==> src/rtl/debounce_toggle_gen_pkg.sv <==
// debounce_pkg: FSM state encoding and counter width helper for debounce_toggle_gen
package debounce_pkg;

  typedef enum logic [1:0] {
    IDLE         = 2'd0,
    PRESS_WAIT   = 2'd1,
    HELD         = 2'd2,
    RELEASE_WAIT = 2'd3
  } state_t;

  // Bits needed to hold values 0..n without wrapping
  function automatic int cnt_w(input int n);
    return $clog2(n + 1);
  endfunction

endpackage

==> src/rtl/sync_ff_chain.sv <==
// sync_ff_chain: multi-flop synchroniser for an asynchronous single-bit input, resets to 0
module sync_ff_chain #(
  parameter int STAGES = 2
) (
  input  logic clk,
  input  logic clear_n,
  input  logic d,
  output logic q
);

  logic [STAGES-1:0] r_sync;

  // Shift the raw level through the chain; the last flop is the safe sample
  always_ff @(posedge clk or negedge clear_n)
    if (!clear_n) r_sync <= '0;
    else          r_sync <= {r_sync[STAGES-2:0], d};

  assign q = r_sync[STAGES-1];

endmodule

==> src/rtl/debounce_toggle_gen.sv <==
// debounce_toggle_gen: synchronise, debounce and convert a button press into a one-cycle toggle pulse; optional auto-repeat with AUTO_REPEAT_EN
module debounce_toggle_gen
  import debounce_pkg::*;
#(
  parameter int SYNC_STAGES     = 2,
  parameter int DEBOUNCE_CYCLES = 16,
  parameter int REPEAT_CYCLES   = 64
) (
  input  logic clk,
  input  logic clear_n,
  input  logic btn_in,
  output logic t_pulse,
  output logic btn_level,
  output logic bouncing
);

  localparam int CNT_W = cnt_w(DEBOUNCE_CYCLES);
  localparam logic [CNT_W-1:0] CNT_LAST = CNT_W'(DEBOUNCE_CYCLES - 1);
  localparam logic [CNT_W-1:0] CNT_MAX  = CNT_W'(DEBOUNCE_CYCLES);
  localparam logic [CNT_W-1:0] CNT_ONE  = CNT_W'(1);

`ifdef AUTO_REPEAT_EN
  localparam int RPT_W = cnt_w(REPEAT_CYCLES);
  localparam logic [RPT_W-1:0] RPT_LAST = RPT_W'(REPEAT_CYCLES - 1);
  logic [RPT_W-1:0] r_rpt;
`endif

  logic             w_btn_s;
  logic [CNT_W-1:0] w_cnt_inc;
  state_t           r_state;
  logic [CNT_W-1:0] r_cnt;
  logic             r_pulse;
  logic             r_level;
  logic             r_bouncing;

  sync_ff_chain #(.STAGES(SYNC_STAGES)) u_sync (
    .clk     (clk),
    .clear_n (clear_n),
    .d       (btn_in),
    .q       (w_btn_s)
  );

  assign w_cnt_inc = (r_cnt == CNT_MAX) ? r_cnt : r_cnt + CNT_ONE;

  // Debounce FSM with stability counter; outputs registered alongside the state
  always_ff @(posedge clk or negedge clear_n)
    if (!clear_n) begin
      r_state    <= IDLE;
      r_cnt      <= '0;
      r_pulse    <= 1'b0;
      r_level    <= 1'b0;
      r_bouncing <= 1'b0;
`ifdef AUTO_REPEAT_EN
      r_rpt      <= '0;
`endif
    end else begin
      r_pulse <= 1'b0;
      case (r_state)
        IDLE:
          if (w_btn_s) begin
            r_state    <= PRESS_WAIT;
            r_cnt      <= CNT_ONE;
            r_bouncing <= 1'b1;
          end
        PRESS_WAIT:
          if (!w_btn_s) begin
            r_state    <= IDLE;
            r_cnt      <= '0;
            r_bouncing <= 1'b0;
          end else if (r_cnt == CNT_LAST) begin
            r_state    <= HELD;
            r_cnt      <= '0;
            r_pulse    <= 1'b1;
            r_level    <= 1'b1;
            r_bouncing <= 1'b0;
`ifdef AUTO_REPEAT_EN
            r_rpt      <= '0;
`endif
          end else begin
            r_cnt <= w_cnt_inc;
          end
        HELD:
          if (!w_btn_s) begin
            r_state    <= RELEASE_WAIT;
            r_cnt      <= CNT_ONE;
            r_bouncing <= 1'b1;
`ifdef AUTO_REPEAT_EN
            r_rpt      <= '0;
          end else if (r_rpt == RPT_LAST) begin
            r_rpt   <= '0;
            r_pulse <= 1'b1;
          end else begin
            r_rpt <= r_rpt + 1'b1;
`endif
          end
        RELEASE_WAIT:
          if (w_btn_s) begin
            r_state    <= HELD;
            r_cnt      <= '0;
            r_bouncing <= 1'b0;
`ifdef AUTO_REPEAT_EN
            r_rpt      <= '0;
`endif
          end else if (r_cnt == CNT_LAST) begin
            r_state    <= IDLE;
            r_cnt      <= '0;
            r_level    <= 1'b0;
            r_bouncing <= 1'b0;
          end else begin
            r_cnt <= w_cnt_inc;
          end
        default: begin
          r_state    <= IDLE;
          r_cnt      <= '0;
          r_level    <= 1'b0;
          r_bouncing <= 1'b0;
        end
      endcase
    end

  assign t_pulse   = r_pulse;
  assign btn_level = r_level;
  assign bouncing  = r_bouncing;

endmodule

==> config.mk <==
export PLATFORM = sky130hd
export DESIGN_NAME = debounce_toggle_gen
export DESIGN_NICKNAME = d
export VERILOG_FILES = /design/src/rtl/debounce_toggle_gen_pkg.sv /design/src/rtl/sync_ff_chain.sv /design/src/rtl/debounce_toggle_gen.sv
export SDC_FILE = /design/constraint.sdc
export NUM_CORES = 1
export LEC_CHECK = 0
export CORE_MARGIN = 5
export CORE_UTILIZATION = 47
export CTS_CLUSTER_DIAMETER = 150
export DETAILED_ROUTE_END_ITERATION = 6
export HOLD_SLACK_MARGIN = 0.06
export PLACE_DENSITY = 0.81
export SYNTH_ARGS = -nofsm -noshare
export SYNTH_HDL_FRONTEND = slang
export SYNTH_SLANG_ARGS = --single-unit
==> constraint.sdc <==
create_clock -name clk -period 1.6 [get_ports clk]
set_input_delay 0.4 -clock clk [delete_from_list [all_inputs] [get_ports clk]]
set_output_delay 0.4 -clock clk [all_outputs]
set_load 0.03 [all_outputs]
# Word-level counts from Yosys, hierarchy flattened
# Index checks and enable logic that the tools add are counted.
# Widths: inputs -> output; s select.
classes:
  add_sub_neg: 1
  n_mux: 28
  n_reduce_logical: 5
  eq_ne: 13
ops:
  columns: ["cell", "count"]
  rows:
  - ["$mux 5", 6]
  - ["$pmux 5 s4", 1]
  - ["$mux 1", 12]
  - ["$mux 2", 6]
  - ["$ne 2x2->1 const B", 4]
  - ["$pmux 2 s4", 1]
  - ["$add 5x1->5 const B", 1]
  - ["$eq 5x4->1 const B", 1]
  - ["$eq 5x5->1 const B", 1]
  - ["$reduce_and 5->1", 1]
  - ["$eq 2x2->1 const B", 2]
  - ["$ne 2x1->1 const B", 2]
  - ["$pmux 1 s4", 1]
  - ["$reduce_and 4->1", 1]
  - ["$ne 3x2->1 const B", 1]
  - ["$ne 3x3->1 const B", 1]
  - ["$eq 2x1->1 const B", 1]
  - ["$logic_not 2->1", 1]
  - ["$pmux 1 s2", 1]
  - ["$reduce_and 2->1", 1]
  - ["$reduce_bool 2->1", 1]
totals:
  word_cells: 53
  ff_bits: 12
  input_bits: 3
  output_inout_bits: 3

# Logic depth before layout (Yosys ltp)
# Gate-level depths: netlist (run 1).
logic_depth:
  word_depth: 5
  depth_mapped: 6
  mapped_depth_nobuf: 6

# Cells and area by module
# A second synthesis (run 1) with hierarchy kept.
unflattened:
  cells_unflattened: 54
  hier_area_um2: 606.8
modules_own_cells:
  columns: ["module", "n_inst", "area_each_um2", "cells_per_inst", "seq_area_each_um2"]
  rows:
  - ["debounce_toggle_gen", 1, 556.8, 52, 250.2]
  - ["sync_ff_chain", 1, 50.0, 2, 50.0]

# Least setup slack after synthesis (run 1)
# OpenSTA, ideal clock, no wires.
synth_timing:
  path_kind: "register to register"
  from: "reg r_cnt[0]"
  to: "reg with a tool-made name"
  synth_period_minus_slack_ns: 1.581
  t_arrival_ns: 1.456
  t_required_ns: 1.475
  setup_time_ns: 0.125
  path_buffers: 0
  stages_incl_launch_ff: 6
  setup_slack_ns: 0.019
  path_cell_list: "dfrtp_1 > ha_1 > and3_1 > ha_1 > nand2_1 > mux2_2"
synth_lines:
  columns: ["item", "line", "text"]
  rows:
  - ["from (decl)", "debounce_toggle_gen.sv:31", "logic [CNT_W-1:0] r_cnt;"]
  - ["from (signal assigned)", "debounce_toggle_gen.sv:80", "r_cnt <= w_cnt_inc;"]
  - ["from (signal assigned)", "debounce_toggle_gen.sv:110", "r_cnt <= w_cnt_inc;"]

# Worst setup path in the final report (run 1)
layout_timing:
  from: "reg r_cnt[0]"
  to: "reg r_cnt[2]"
layout_via:
  elab_chain_len: 5
  word_cells_on_any_way: 8
  cone_classes: "add/sub: 1; eq/ne: 2; mux: 5"
layout_lines:
  columns: ["item", "line", "text"]
  rows:
  - ["$add 5x1->5 or $eq 5x5->1 (tied branches)", "debounce_toggle_gen.sv:43", "assign w_cnt_inc = (r_cnt == CNT_MAX) ? r_cnt : r_cnt + CNT_ONE;"]
  - ["$mux 5", "debounce_toggle_gen.sv:43", null]
  - ["$mux 5 (*)", "debounce_toggle_gen.sv:70, debounce_toggle_gen.sv:104", null]
  - ["$mux 5 (on tied branches)", "debounce_toggle_gen.sv:97, debounce_toggle_gen.sv:66", null]
  - ["$pmux 5 s4 (*)", "debounce_toggle_gen.sv:58", "case (r_state)"]
# Every way passes the cells marked *; elsewhere a longest branch is shown, timed or not.
# A chain may end at the register's enable or synchronous reset.

==> results.md, run 1 <==
* Total gr overflow at 0
* Fraction of registers with async set/reset at 1.00
* Leakage at 0.406 nW
* Min cycle time layout at 1570 ps
* Power Internal at 506 uW
* Root buf cell: clkbuf_4
* Clock Path Buffers at 2
* Pin count of the biggest net entering global routing at 13
* Finished layout cell area at 910 sq um
* Critical path class: reg2reg
* Clk_lat worst skew at 280 ps
* I/O Pins at 6
* Crit path buffers/inverters at 1
* Synth warn at 0
* Final setup margin at 32.8 ps
* Final HPWL DP at 1030 um
* Vias at 565
* Crit-path cells: ha_2 > and3_4 > ha_4 > nor2b_4 > nand2_2 > buf_4 > o2bb2ai_1
* HP Start: u_sync.r_sync[0]$_DFF_PN0_
* Core Rows at 13
* Syn_area_per_cell at 11.3 sq um
* Final setup fails at 0
* Initial antenna violation count at 0
* CP delay by family, top: simple AND/OR/NAND/NOR gates
* Hold/Removal Path Class: reg2reg
* CP Capture Type: flip-flop
* Dpl cell area at 763 sq um
* Final #Nets at 82
* Maximum VDD drop at 0.000521 V
* CP startpoint kind: flip-flop
* Place WS at -84.8 ps
* Sequential power share at 0.484
* Vias in the first global route at 543
* Syn_nets at 63
* Layout cells sized above 1 at 0.432
* Routed WL at 1650 um
* First-pass GRT wire length at 2480 um
* Crit path required time at 1810 ps
* All-Layer GR Usage at 0.170
* Final Hold Viols at 0
* Cell count after synthesis at 56
* DRT Pass-1 Iters at 5
* Crit-path max FO at 3
* Slowest-stage cell, CP: dfrtp_1
* Relative slew margins at 0.704
* Sw Ratio at 0.261
* Final slew viol count at 0
* CTS Buf Count at 3
* Drt drc at 0
* Seq/Total Area, Yosys at 0.476
* Area leader, netlist: dfrtp_1
* Die Wd at 46.6 um
* CP max stage delay at 390 ps
* Via-to-Cell Ratio at 6.35
* Setup TNS at 0 ps
* Synth Cell Area at 631 sq um
* Worst-path clk slew at 80 ps
* Clock Skew at 7.33 ps
* Seq cells post-synth at 12
* WL/cell at 18.6 um
* Worst-Margin Slew at 441 ps
* PD cells at 753 mW/mm^2
* H-tree depth at 1
* Port buffer count at 5
* Drt first-iter violations at 13
* Fmax at 638 MHz
* Core ar. at 0.00128 sq mm
* Num Clock Sinks at 12
* Placer congestion estimate at 0.816
* CP Data Arrival Time at 1780 ps
* Max cap viols at 0
* Unrepaired setup endpoints after global routing: true
* Full die area at 0.00217 sq mm
* Final Cycle Share at 0.980
* ANT nets after route at 0
* Most frequent cells after synthesis: dfrtp_1 (12), inv_1 (5), ha_1 (4), nand3_1 (4)
* Diode count at 0
* Height of the die at 46.6 um
* Crit. Startpoint: r_cnt[0]$_DFFE_PN0P_
* Most frequent cell after synthesis: dfrtp_1
* Synth top area cells: dfrtp_1 (48%), ha_1 (7.9%), o31ai_1 (3.6%), a22o_2 (3.2%), nand3_1 (3.2%)
* CTS tree: done
* Synth cell types at 25
* Initial cell density of the core at 0.491
* Synth top area share at 0.476
* Status: finished clean
* Most used DFF post-synth: dfrtp_1
* Combinational share of power at 0.154
* Sw power at 179 uW
* Post-synth EDFFs at 0
* Total design power at 685 uW
* FF-to-FF Start: r_cnt[0]$_DFFE_PN0P_
* Area grow syn2layout at 44.2%
* Clock group share of total power at 0.362
## logic make-up after synthesis
logic type	synth area share
buf+inv	0.0357
fa+ha+maj	0.0794
mux	0.0179
flops	0.476
simple gates	0.151
xor+xnor	0.0536
compound gates	0.187
## worst reg2reg max path: cells and delay by family (launching register included)
kind	cells	cell delay, ps
buffers and inverters	1	160
AND/OR/NAND/NOR	3	440
flip-flops	1	390
AO/OA/AOI/OAI	1	130
adder cells (fa/ha/maj)	2	370
## path summary, 6_finish.rpt
path                                               to  slack [ps]  cells after the start
setup / recovery                 r_cnt[2]$_DFFE_PN0P_          30                      7
hold / removal             u_sync.r_sync[1]$_DFF_PN0_         360                      0
min in group asynchronous        r_cnt[2]$_DFFE_PN0P_         400                      2
hold reg to reg            u_sync.r_sync[1]$_DFF_PN0_         360                      0
setup reg to reg                 r_cnt[2]$_DFFE_PN0P_          30                      7
max in group asynchronous       btn_level$_DFFE_PN0P_        1040                      2
## routing by layer
layer  vias up  wire, um  track usage  share of wire
met5         -         0            0              0
met4         0        58       0.0939          0.035
met3        10        84       0.0625          0.051
met2        25       848        0.269           0.51
met1       289       662        0.197           0.40
li1        241         -            -              -
## stage by stage
step	utilization	cells	hold slack [ps]
floorplan	-	56	104
global placement	0.594	84	333
detailed placement	0.594	84	340
CTS	0.651	89	357
global route	0.708	89	373
finish	0.708	89	359
## power groups by stage
| stage | sequential (mW) | combinational, mW | clock, mW |
|---|---|---|---|
| 6_report | 0.332 | 0.106 | 0.248 |
| 5_1_grt | 0.334 | 0.114 | 0.268 |
| 4_1_cts | 0.330 | 0.0936 | 0.255 |
| 3_5_place_dp | 0.336 | 0.0862 | 0 |
| 3_3_place_gp | 0.334 | 0.0833 | 0 |
| 2_1_floorplan | 0.339 | 0.0424 | 0 |
## state kept, by name, indices dropped and copies added, names as in the netlist, named ones only
register / flops
r_cnt: 5
btn_level: 1
u_sync.r_sync: 2
bouncing: 1
t_pulse: 1
r_state: 1
## cell type report
class | instances | area [sq um]
clock buffers | 4 | 36.3
fillers | 76 | 375
inverters | 5 | 18.8
multi-input cells | 38 | 410
flip-flops and latches | 12 | 300
well taps | 15 | 18.8
repair buffers | 15 | 125
## repair_timing
item / in CTS / in global routing
buffers inserted: 1 / 0
resized for setup: 11 / 10
pin swaps: 1 / 2
endpoints found under the hold margin: 0 / 0
hold buffers: 0 / 0
setup endpoints to repair: 8 / 5
## cells in the final DEF, fill, tap and decap left out, types with 2 or more instances in the layout
cell / count
a21oi_1: 2
a22o_2: 2
buf_4: 9
clkbuf_4: 3
clkdlybuf4s50_1: 2
dfrtp_1: 12
dlygate4sd2_1: 3
ha_2: 2
ha_4: 2
inv_1: 4
nand3_1: 4
nor2_1: 2
nor2b_1: 2
o31ai_1: 3
xor2_1: 2
(Power assumes the default switching activity.)
==> run 2: changes to the inputs <==
==> constraint.sdc (replaced) <==
create_clock -name clk -period 1.6 [get_ports clk]
set_input_delay 0.32 -clock clk [delete_from_list [all_inputs] [get_ports clk]]
set_output_delay 0.32 -clock clk [all_outputs]
set_load 0.03 [all_outputs]
==> results.md, run 2 (synthesis gave the netlist of run 1 again) <==
* Status: finished clean
* PD cells at 702 mW/mm^2
* Largest Register: r_cnt
* Hold buffer count at cts at 0
* Hold/Removal Path Class: reg2reg
* Port buffer count at 5
* GR peak layer: met2
* GRT met2 Usage at 0.294
* Layout cells sized above 1 at 0.452
* Unrepaired setup endpoints after global routing: true
* Num Clock Sinks at 12
* Final #Nets at 82
* Crit-path max FO at 3
* Crit path required time at 1800 ps
* Finished layout cell area at 877 sq um
* Dpl cell area at 756 sq um
* CP startpoint kind: flip-flop
* Placed Cells at 83
* Drt first-iter violations at 10
* CTS Buf Count at 3
* Final HPWL DP at 941 um
* H-tree depth at 1
* Final slew viol count at 0
* Final setup fails at 0
* Setup TNS at 0 ps
* Max cap viols at 0
* Root buf cell: clkbuf_4
* CP Capture Type: flip-flop
* Non-Filler Instances at 88
* ANT nets after route at 0
* Full die area at 0.00217 sq mm
* Leakage at 0.381 nW
* FF-to-FF Start: r_cnt[1]$_DFFE_PN0P_
* Diode count at 0
* Final Hold Viols at 0
* Biggest regs: r_cnt: 5 flops, u_sync.r_sync: 2 flops
* Maximum VDD drop at 0.000600 V
* Hold Path Depth at 0
* Worst Setup EP: r_cnt[2]$_DFFE_PN0P_
* Critical path class: reg2reg
* Pin count of the biggest net entering global routing at 13
* Via-to-Cell Ratio at 5.81
* Initial cell density of the core at 0.491
* Core ar. at 0.00128 sq mm
* First-pass GRT wire length at 2550 um
* Vias at 511
* Commonest non-fill, non-tap cell in the layout: dfrtp_1
* Reg2reg setup slack at 9 ps
* Area grow syn2layout at 39.1%
* Final Cycle Share at 0.995
* Worst-path clk slew at 70 ps
* I/O Pins at 6
* Fmax at 628 MHz
* Core Rows at 13
* Routed WL at 1490 um
* Worst-Margin Slew at 528 ps
* Largest register FFs at 5
* CTS tree: done
* WL/cell at 17.0 um
* Clock Skew at 10.1 ps
* Total gr overflow at 0
* Drt drc at 0
* All-Layer GR Usage at 0.173
* CP Data Arrival Time at 1790 ps
* Clk_lat worst skew at 280 ps
* Die Wd at 46.6 um
* Crit. Startpoint: r_cnt[1]$_DFFE_PN0P_
* DRT Pass-1 Iters at 6
* GR met1 Demand/Resource at 0.205
* Placer congestion estimate at 0.805
* Initial antenna violation count at 0
* Min cycle time layout at 1590 ps
* Height of the die at 46.6 um
* Clock Path Buffers at 2
* Met3 usage at 0.0352
* Vias in the first global route at 551
* Reg2Reg Capture Point: r_cnt[2]$_DFFE_PN0P_
* Relative slew margins at 0.647
* Commonest cells after routing, fill and taps aside: dfrtp_1 (11), buf_4 (10), inv_1 (4), nand3_1 (4)
* Path depth of the worst reg2reg path at 7
## run 2: worst min path at each step
stage,slack [ps],endpoint,from
detailed placement,350,u_sync.r_sync[1]$_DFF_PN0_,u_sync.r_sync[0]$_DFF_PN0_
floorplan,20,async pin,clear_n
global route,370,u_sync.r_sync[1]$_DFF_PN0_,u_sync.r_sync[0]$_DFF_PN0_
CTS,360,u_sync.r_sync[1]$_DFF_PN0_,u_sync.r_sync[0]$_DFF_PN0_
finish,360,u_sync.r_sync[1]$_DFF_PN0_,u_sync.r_sync[0]$_DFF_PN0_
global placement,330,u_sync.r_sync[1]$_DFF_PN0_,u_sync.r_sync[0]$_DFF_PN0_
## run 2: routing by layer
metal	up-vias	share of wire	wire length, um
li1	243	-	-
met5	-	0	0
met1	249	0.43	635
met3	7	0.036	53
met2	12	0.51	754
met4	0	0.032	48
## run 2: stage by stage
stage | total power, mW | setup slack [ps] | hold slack [ps] | utilization
3_5_place_dp | 0.419 | -21.3 | 346 | 0.588
4_1_cts | 0.604 | 0.843 | 361 | 0.622
3_3_place_gp | 0.416 | -8.54 | 333 | 0.588
5_1_grt | 0.647 | -45.1 | 375 | 0.683
2_1_floorplan | 0.381 | 19.2 | 24.4 | -
6_report | 0.616 | 8.59 | 358 | 0.683
## run 2: worst max-delay path, cell delays in order (launching register included)
cell       delay, ps
dfrtp_1          400
ha_2             190
and3_4           200
ha_2             190
nor2b_2          140
nand2_2           90
buf_4            150
o2bb2ai_1        140
## run 2: final cells by class
| class | instances | area [sq um] |
|---|---|---|
| Fill cell | 91 | 408 |
| Inverter | 5 | 18.8 |
| Clock buffer | 3 | 22.5 |
| Sequential cell | 12 | 302 |
| Timing Repair Buffer | 15 | 125 |
| Tap cell | 15 | 18.8 |
| Multi-Input combinational cell | 38 | 390 |
## run 2: report_power, final
group	switching (mW)	internal, mW
clock	0.0963	0.0872
sequential	0.0154	0.317
combinational	0.0510	0.0492
## run 2: timing repair
item | 4_1_cts | 5_1_grt
setup buffers | 1 | 1
resized for setup | 6 | 13
endpoints found under the setup margin | 8 | 7
pin swaps | 1 | 3
==> run 3: changes to the inputs <==
Settings changed: PLACE_DENSITY 0.81 to 0.74.
==> results.md, run 3 (synthesis gave the netlist of run 1 again) <==
* Core Rows at 13
* Clk_lat worst skew at 280 ps
* Final Cycle Share at 0.975
* CP startpoint kind: flip-flop
* Total design power at 664 uW
* Final Hold Viols at 0
* H-tree depth at 1
* Clock Skew at 4.25 ps
* Crit path buffers/inverters at 0
* Root buf cell: clkbuf_4
* DRT Pass-1 Iters at 4
* Hold buffer count at cts at 0
* Drt drc at 0
* All-Layer GR Usage at 0.155
* Sw Ratio at 0.242
* CTS tree: done
* Final Util at 0.652
* Height of the die at 46.6 um
* Port buffer count at 5
* Sequential power share at 0.497
* Final #Nets at 82
* HP Start: u_sync.r_sync[0]$_DFF_PN0_
* CP Capture Type: flip-flop
* Crit-path cells: ha_2 > and3_4 > ha_4 > a2111oi_2 > a31o_2
* Initial antenna violation count at 0
* Combinational share of power at 0.142
* Power Internal at 503 uW
* CTS Buf Count at 3
* FF-to-FF Start: r_cnt[1]$_DFFE_PN0P_
* Worst-Margin Slew at 533 ps
* Die Wd at 46.6 um
* Vias at 491
* Crit path required time at 1820 ps
* Crit-path max FO at 2
* Drt first-iter violations at 7
* Worst-path clk slew at 70 ps
* Area occupied by multi-input gates at 343 sq um
* Largest register FFs at 5
* Critical path class: reg2reg
* Commonest non-fill, non-tap cell in the layout: dfrtp_1
* Pin count of the biggest net entering global routing at 13
* Layout cells sized above 1 at 0.378
* Final setup fails at 0
* Vias in the first global route at 521
* CP Data Arrival Time at 1780 ps
* Final HPWL DP at 842 um
* Clock group share of total power at 0.361
* Sw power at 161 uW
* Slowest-stage cell, CP: dfrtp_1
* Full die area at 0.00217 sq mm
* CP max stage delay at 390 ps
* Area grow syn2layout at 32.9%
* Unrepaired setup endpoints after global routing: true
* Biggest regs: r_cnt: 5 flops, u_sync.r_sync: 2 flops
* Largest Register: r_cnt
* Diode count at 0
* Status: finished clean
* Worst Hold Slack at 354 ps
* Crit. Startpoint: r_cnt[1]$_DFFE_PN0P_
* Via-to-Cell Ratio at 5.52
* Total gr overflow at 0
* Commonest cells after routing, fill and taps aside: dfrtp_1 (12), buf_4 (10), inv_1 (5)
* CP delay by family, top: compound AO/OA/AOI/OAI gates
* Core ar. at 0.00128 sq mm
* Clock Path Buffers at 2
* First-pass GRT wire length at 2250 um
* Initial cell density of the core at 0.491
* Leakage at 0.372 nW
* WL/cell at 13.9 um
* Num Clock Sinks at 12
* Final slew viol count at 0
* Register Area at 300 sq um
* Routed WL at 1240 um
* Fmax at 641 MHz
* Setup TNS at 0 ps
* ANT nets after route at 0
* Relative slew margins at 0.644
* Fillers at 95
* Maximum VDD drop at 0.000509 V
* Hold/Removal Path Class: reg2reg
* Max cap viols at 0
* PD cells at 792 mW/mm^2
* I/O Pins at 6
* Min cycle time layout at 1560 ps
* Placer congestion estimate at 0.848
[run 3: cell count changes in the layout (fill, tap and decap cells not counted), sizes merged]
cell          change
dlymetal6s2s      -1
dlygate4sd2       +1
clkbuf            +1
[run 3: per-layer routing]
layer / wire, um / global-route usage / part of all wire / up-vias
met3: 44 / 0.0469 / 0.035 / 5
met2: 580 / 0.225 / 0.47 / 9
met5: 0 / 0 / 0 / -
met1: 573 / 0.190 / 0.46 / 235
met4: 42 / 0.116 / 0.034 / 0
li1: - / - / - / 242
[run 3: power groups by stage]
stage | sequential [mW] | combinational [mW] | clock [mW]
CTS | 0.329 | 0.0903 | 0.251
global placement | 0.335 | 0.0893 | 0
global route | 0.333 | 0.104 | 0.264
detailed placement | 0.335 | 0.0886 | 0
finish | 0.330 | 0.0940 | 0.240
floorplan | 0.339 | 0.0424 | 0
[run 3: cell type report]
cell class / count / area share
Multi-Input combinational cell: 38 / 0.409
Sequential cell: 12 / 0.358
Timing Repair Buffer: 15 / 0.145
Clock buffer: 4 / 0.0433
Inverter: 5 / 0.0224
Tap cell: 15 / 0.0224
[run 3: what timing repair did]
item	4_1_cts	5_1_grt
setup endpoints to repair	7	5
setup buffers	1	0
pin swaps	2	0
hold endpoints to repair	0	0
resized for setup	6	4
[run 3: worst paths after layout]
path | slack, ps | cells after the start | to
hold / removal | 350 | 0 | u_sync.r_sync[1]$_DFF_PN0_
setup / recovery | 40 | 5 | r_cnt[4]$_DFFE_PN0P_
hold reg to reg | 350 | 0 | u_sync.r_sync[1]$_DFF_PN0_
max in group asynchronous | 860 | 1 | r_cnt[1]$_DFFE_PN0P_
setup reg to reg | 40 | 5 | r_cnt[4]$_DFFE_PN0P_
min in group asynchronous | 390 | 1 | u_sync.r_sync[0]$_DFF_PN0_
[run 3: worst reg2reg max path: stages (launching register included)]
cell and delay [ps]:
dfrtp_1 390, ha_2 200, and3_4 190, ha_4 210, a2111oi_2 360, a31o_2 160
[run 3: metrics by stage]
step                worst slack [ps]  area [sq um]  instances
detailed placement             -10.3           763         84
CTS                             5.39           823         89
global route                   -50.4           838         89
finish                          40.0           838         89
floorplan                       19.2           631         56
global placement               -9.74           763         84
==> variant 1 (flow settings as in run 2) <==
`DEBOUNCE_CYCLES`: 16 -> 24.
--- a/src/rtl/debounce_toggle_gen.sv
+++ b/src/rtl/debounce_toggle_gen.sv
@@ -3,7 +3,7 @@
   import debounce_pkg::*;
 #(
   parameter int SYNC_STAGES     = 2,
-  parameter int DEBOUNCE_CYCLES = 16,
+  parameter int DEBOUNCE_CYCLES = 24,
   parameter int REPEAT_CYCLES   = 64
 ) (
   input  logic clk,
Function: no difference found for any inputs over 10 cycles, from zero or initial values; that may be too few to reach the edited logic, so the function may still have changed.
==> variant 1 against run 2 <==
  * Setup slack improved by 0.10 ns
  * Wire length down 32%
  * Die area fell by 4.1%
  * Power increased by 1.2%
  * Synthesized area shrank 5.2%
  * Cell area is 19% lower
  * Sequential cell count unchanged
  * Combinational power shrank 38%
  * Critical endpoint is now btn_level
  * Largest cell class is now flip-flops and latches
  * Highest routed layer unchanged
==> variant 1: results <==
export IMPL_bufAreaShareNonClock_pct=7.05
export IMPL_seq_area_frac_synth_pct=50.2
export IMPL_yosys_top_cells_count="12 x dfrtp_1, 6 x nand3_1, 4 x a21oi_1, 4 x inv_1, 3 x o21ai_0"
export IMPL_swShare_pct=22.9
export IMPL_multi_input_area_share_pct=39.7
export IMPL_synth_area_leaders="dfrtp_1 50%, nand3_1 5.0%, ha_1 4.2%"
export IMPL_via_per_inst=5.71
export IMPL_gp_congestion=0.796
export IMPL_grt_pass1_wl_um=1800
export IMPL_core_area_um2=1160
export IMPL_multi_input_gates=37
export IMPL_dr_first_iter_drc_count=6
export IMPL_p_leak_nw=0.349
export IMPL_nets=69
export IMPL_fmax_mhz=671
export IMPL_clk_latency_ns=0.26
export IMPL_vdd_drop_max_uv=791
export IMPL_crit_fanout=6
export IMPL_hpwl_um=766
export IMPL_seq_area_um2=300
export IMPL_endpoint="btn_level"
export IMPL_layout_filler_cells=96
export IMPL_r2r_cells=4
export IMPL_relSlewSlack_pct=67.1
export IMPL_clk_share_pct=5.11
export IMPL_wl_per_cell_um=13.1
export IMPL_clock_buffers=4
export IMPL_status="finished clean"
export IMPL_worstPathArrival_ns=1.64
export IMPL_dr_pass1_iters=4
==> variant 1: logic make-up after synthesis <==
family	share of synthesized area (%)
AND/OR/NAND/NOR	21.8
buffers and inverters	4.81
XOR/XNOR	4.19
flip-flops	50.2
AO/OA/AOI/OAI	14.9
adder cells (fa/ha/maj)	4.18
==> variant 1: power groups by stage <==
stage	logic [W]	registers (W)	clock network [W]
6_report	0.0000621	0.000335	0.000226
5_1_grt	0.0000702	0.000338	0.000258
4_1_cts	0.0000614	0.000332	0.000233
3_5_place_dp	0.0000631	0.000338	0
3_3_place_gp	0.0000620	0.000338	0
2_1_floorplan	0.0000372	0.000338	0
==> variant 1: repair_timing <==
| action | 4_1_cts | 5_1_grt |
|---|---|---|
| setup endpoints to repair | 2 | 2 |
| gates cloned | 0 | 0 |
| gates resized for setup | 2 | 3 |
| pin swaps | 0 | 0 |
==> variant 1: per-stage QoR <==
stage                     hold slack [ns]  instance area (um2)  std cells
after CTS                           0.361                  694         77
after global placement              0.335                  661         73
final                               0.357                  709         77
after global routing                0.379                  709         77
after detailed placement            0.345                  661         73
after floorplan                    0.0244                  598         55
==> variant 1: critical path, stage by stage, from the launching register on <==
cell	delay, ns
dfrtp_1	0.43
ha_4	0.19
nand4b_2	0.14
or2_1	0.27
a221o_1	0.35
==> variant 1: routing by layer <==
| metal | wire length (um) | up-vias | share of wire [%] | global-route usage, % |
|---|---|---|---|---|
| li1 | - | 220 | - | - |
| met1 | 445 | 209 | 44 | 15.6 |
| met2 | 488 | 9 | 48 | 18.7 |
| met3 | 65 | 2 | 6.4 | 5.93 |
| met4 | 8 | 0 | 0.79 | 1.75 |
| met5 | 0 | - | 0 | 0 |
==> variant 2 (flow settings as in run 2) <==
Without the edit above. Re-encode `state_t` (4 states) as Gray code, 2 bits wide.
--- a/src/rtl/debounce_toggle_gen_pkg.sv
+++ b/src/rtl/debounce_toggle_gen_pkg.sv
@@ -2,10 +2,10 @@
 package debounce_pkg;
 
   typedef enum logic [1:0] {
-    IDLE         = 2'd0,
-    PRESS_WAIT   = 2'd1,
-    HELD         = 2'd2,
-    RELEASE_WAIT = 2'd3
+    IDLE         = 2'b00,
+    PRESS_WAIT   = 2'b01,
+    HELD         = 2'b11,
+    RELEASE_WAIT = 2'b10
   } state_t;
 
   // Bits needed to hold values 0..n without wrapping
Formal check against the unedited RTL: same outputs for any inputs over 10 cycles, from zero or initial values; not proved beyond that.
==> variant 2 against run 2 <==
  * Setup slack worse by 0.0036 ns
  * Sequential cell count unchanged
  * Synthesized area grew 13%
  * Cell area rose by 21%
  * Global-route usage down 3.1 points
  * Clock skew shrank 0.0050 ns
  * Wire length up 5.0%
  * Largest cell class unchanged
Power is not compared: it rests on default switching activity, and its combinational part moved more than twofold at a synthesized area within 25%.
==> variant 2: results <==
export IMPL_status="finished clean"
export IMPL_clkTransAtPathRegs_ns=0.08
export IMPL_layout_filler_cells=101
export IMPL_cts_resized_gates=7
export IMPL_dr_first_iter_drc_count=12
export IMPL_cts_max_path_buffers=2
export IMPL_yosys_top_cells_count="12 x dfrtp_1, 8 x ha_1, 8 x inv_1"
export IMPL_post_cts_buffers=2
export IMPL_synthFlopType="dfrtp_1"
export IMPL_internal_power_w=0.00106
export IMPL_via_per_inst=5.35
export IMPL_synth_area_leaders="dfrtp_1 42%, ha_1 14%, a21oi_1 4.2%"
export IMPL_hold_path_class="in2async"
export IMPL_cts_buffers=3
export IMPL_vias=594
export IMPL_syn_avg_cell_area_um2=10.5
export IMPL_cp_slowest_cell="dfrtp_1"
export IMPL_grt_pass1_wl_um=2730
export IMPL_synth_nets=79
export IMPL_grt_pass1_vias=631
export IMPL_cts_root_buf="clkbuf_4"
export IMPL_reg2reg_slack_ns=0.005
export IMPL_wl_per_cell_um=14.1
export IMPL_grtUsageMet1_pct=18.6
export IMPL_synth_lib_cells_used_distinct=28
export IMPL_gp_congestion=0.747
export IMPL_grt_use_met2_pct=22.0
export IMPL_cp_top_family="flip-flops"
export IMPL_dr_pass1_iters=4
export IMPL_io_buffers=5
export IMPL_ys_warn_count=0
export IMPL_p_leak_nw=0.499
export IMPL_dp_cells=102
export IMPL_cpPeakStageDelay_ns=0.39
export IMPL_drive_gt1_share_pct=50.5
export IMPL_cp_start_kind="register"
export IMPL_reg_top3="r_cnt x5, r_state x2, u_sync.r_sync x2"
export IMPL_gr_usage_met3_pct=2.14
export IMPL_seq_area_frac_synth_pct=42.1
export IMPL_grt_max_degree=13
export IMPL_endpoint="r_state[1]"
export IMPL_max_cap_violations=0
export IMPL_crit_fanout=4
export IMPL_skew_ns=0.00512
export IMPL_nets=107
export IMPL_antenna_found_initial=0
export IMPL_antenna_cells=0
export IMPL_hpwl_um=1110
export IMPL_grt_total_usage_pct=14.2
export IMPL_worstPathArrival_ns=1.76
export IMPL_whs_ns=0.338
export IMPL_relSlewSlack_pct=78.9
export IMPL_vdd_drop_max_uv=1110
export IMPL_htree_levels=1
variant 2: cell types whose count changed after synthesis, moves of 2 or more:
cell     change
nor2_1       +2
o31ai_1      -2
mux2i_1      +2
xor2_1       -2
ha_1         +4
a22o_2       -2
inv_1        +3
nor2b_1      -2
a21oi_1      +3
variant 2: per-stage QoR:
step,instance area [um2],setup WS (ns)
3_3_place_gp,916,-0.0100
3_5_place_dp,916,-0.0319
4_1_cts,980,0.00161
5_1_grt,1060,-0.0500
2_1_floorplan,752,-0.0211
6_report,1060,0.00495
variant 2: cells by family (layout without fill, tap and decap cells):
logic type,after synthesis,after routing,share of synthesized area (%)
flops,12,12,42.1
compound gates,16,16,14.0
mux,4,4,6.49
fa+ha+maj,8,8,14.0
simple gates,18,18,16.3
buf+inv,9,36,5.79
xor+xnor,1,1,1.23
variant 2: metal layers:
| metal | wire (um) | vias up |
|---|---|---|
| li1 | - | 295 |
| met1 | 776 | 290 |
| met2 | 743 | 7 |
| met3 | 32 | 2 |
| met4 | 14 | 0 |
| met5 | 0 | - |
variant 2: power by group through the flow:
stage	clock [W]	combinational [W]	sequential [W]
floorplan	0	0.000500	0.000447
global placement	0	0.000836	0.000425
detailed placement	0	0.000858	0.000427
CTS	0.000252	0.000890	0.000422
global route	0.000272	0.00113	0.000436
finish	0.000246	0.00103	0.000426
variant 2: area by class of cell:
type	count	area (um2)	share of cell area [%]
Timing Repair Buffer	24	200	18.9
Inverter	8	32.5	3.07
Tap cell	16	20.0	1.89
Multi-Input combinational cell	47	472	44.5
Clock buffer	4	36.3	3.42
Sequential cell	12	300	28.3
variant 2: worst reg2reg max path, cell delays in order, from the launching register on:
cell     delay (ns)
dfrtp_1        0.39
ha_2           0.18
and3_4         0.17
ha_4           0.17
inv_4          0.06
a21oi_2        0.05
a21oi_2        0.17
mux2_4         0.31
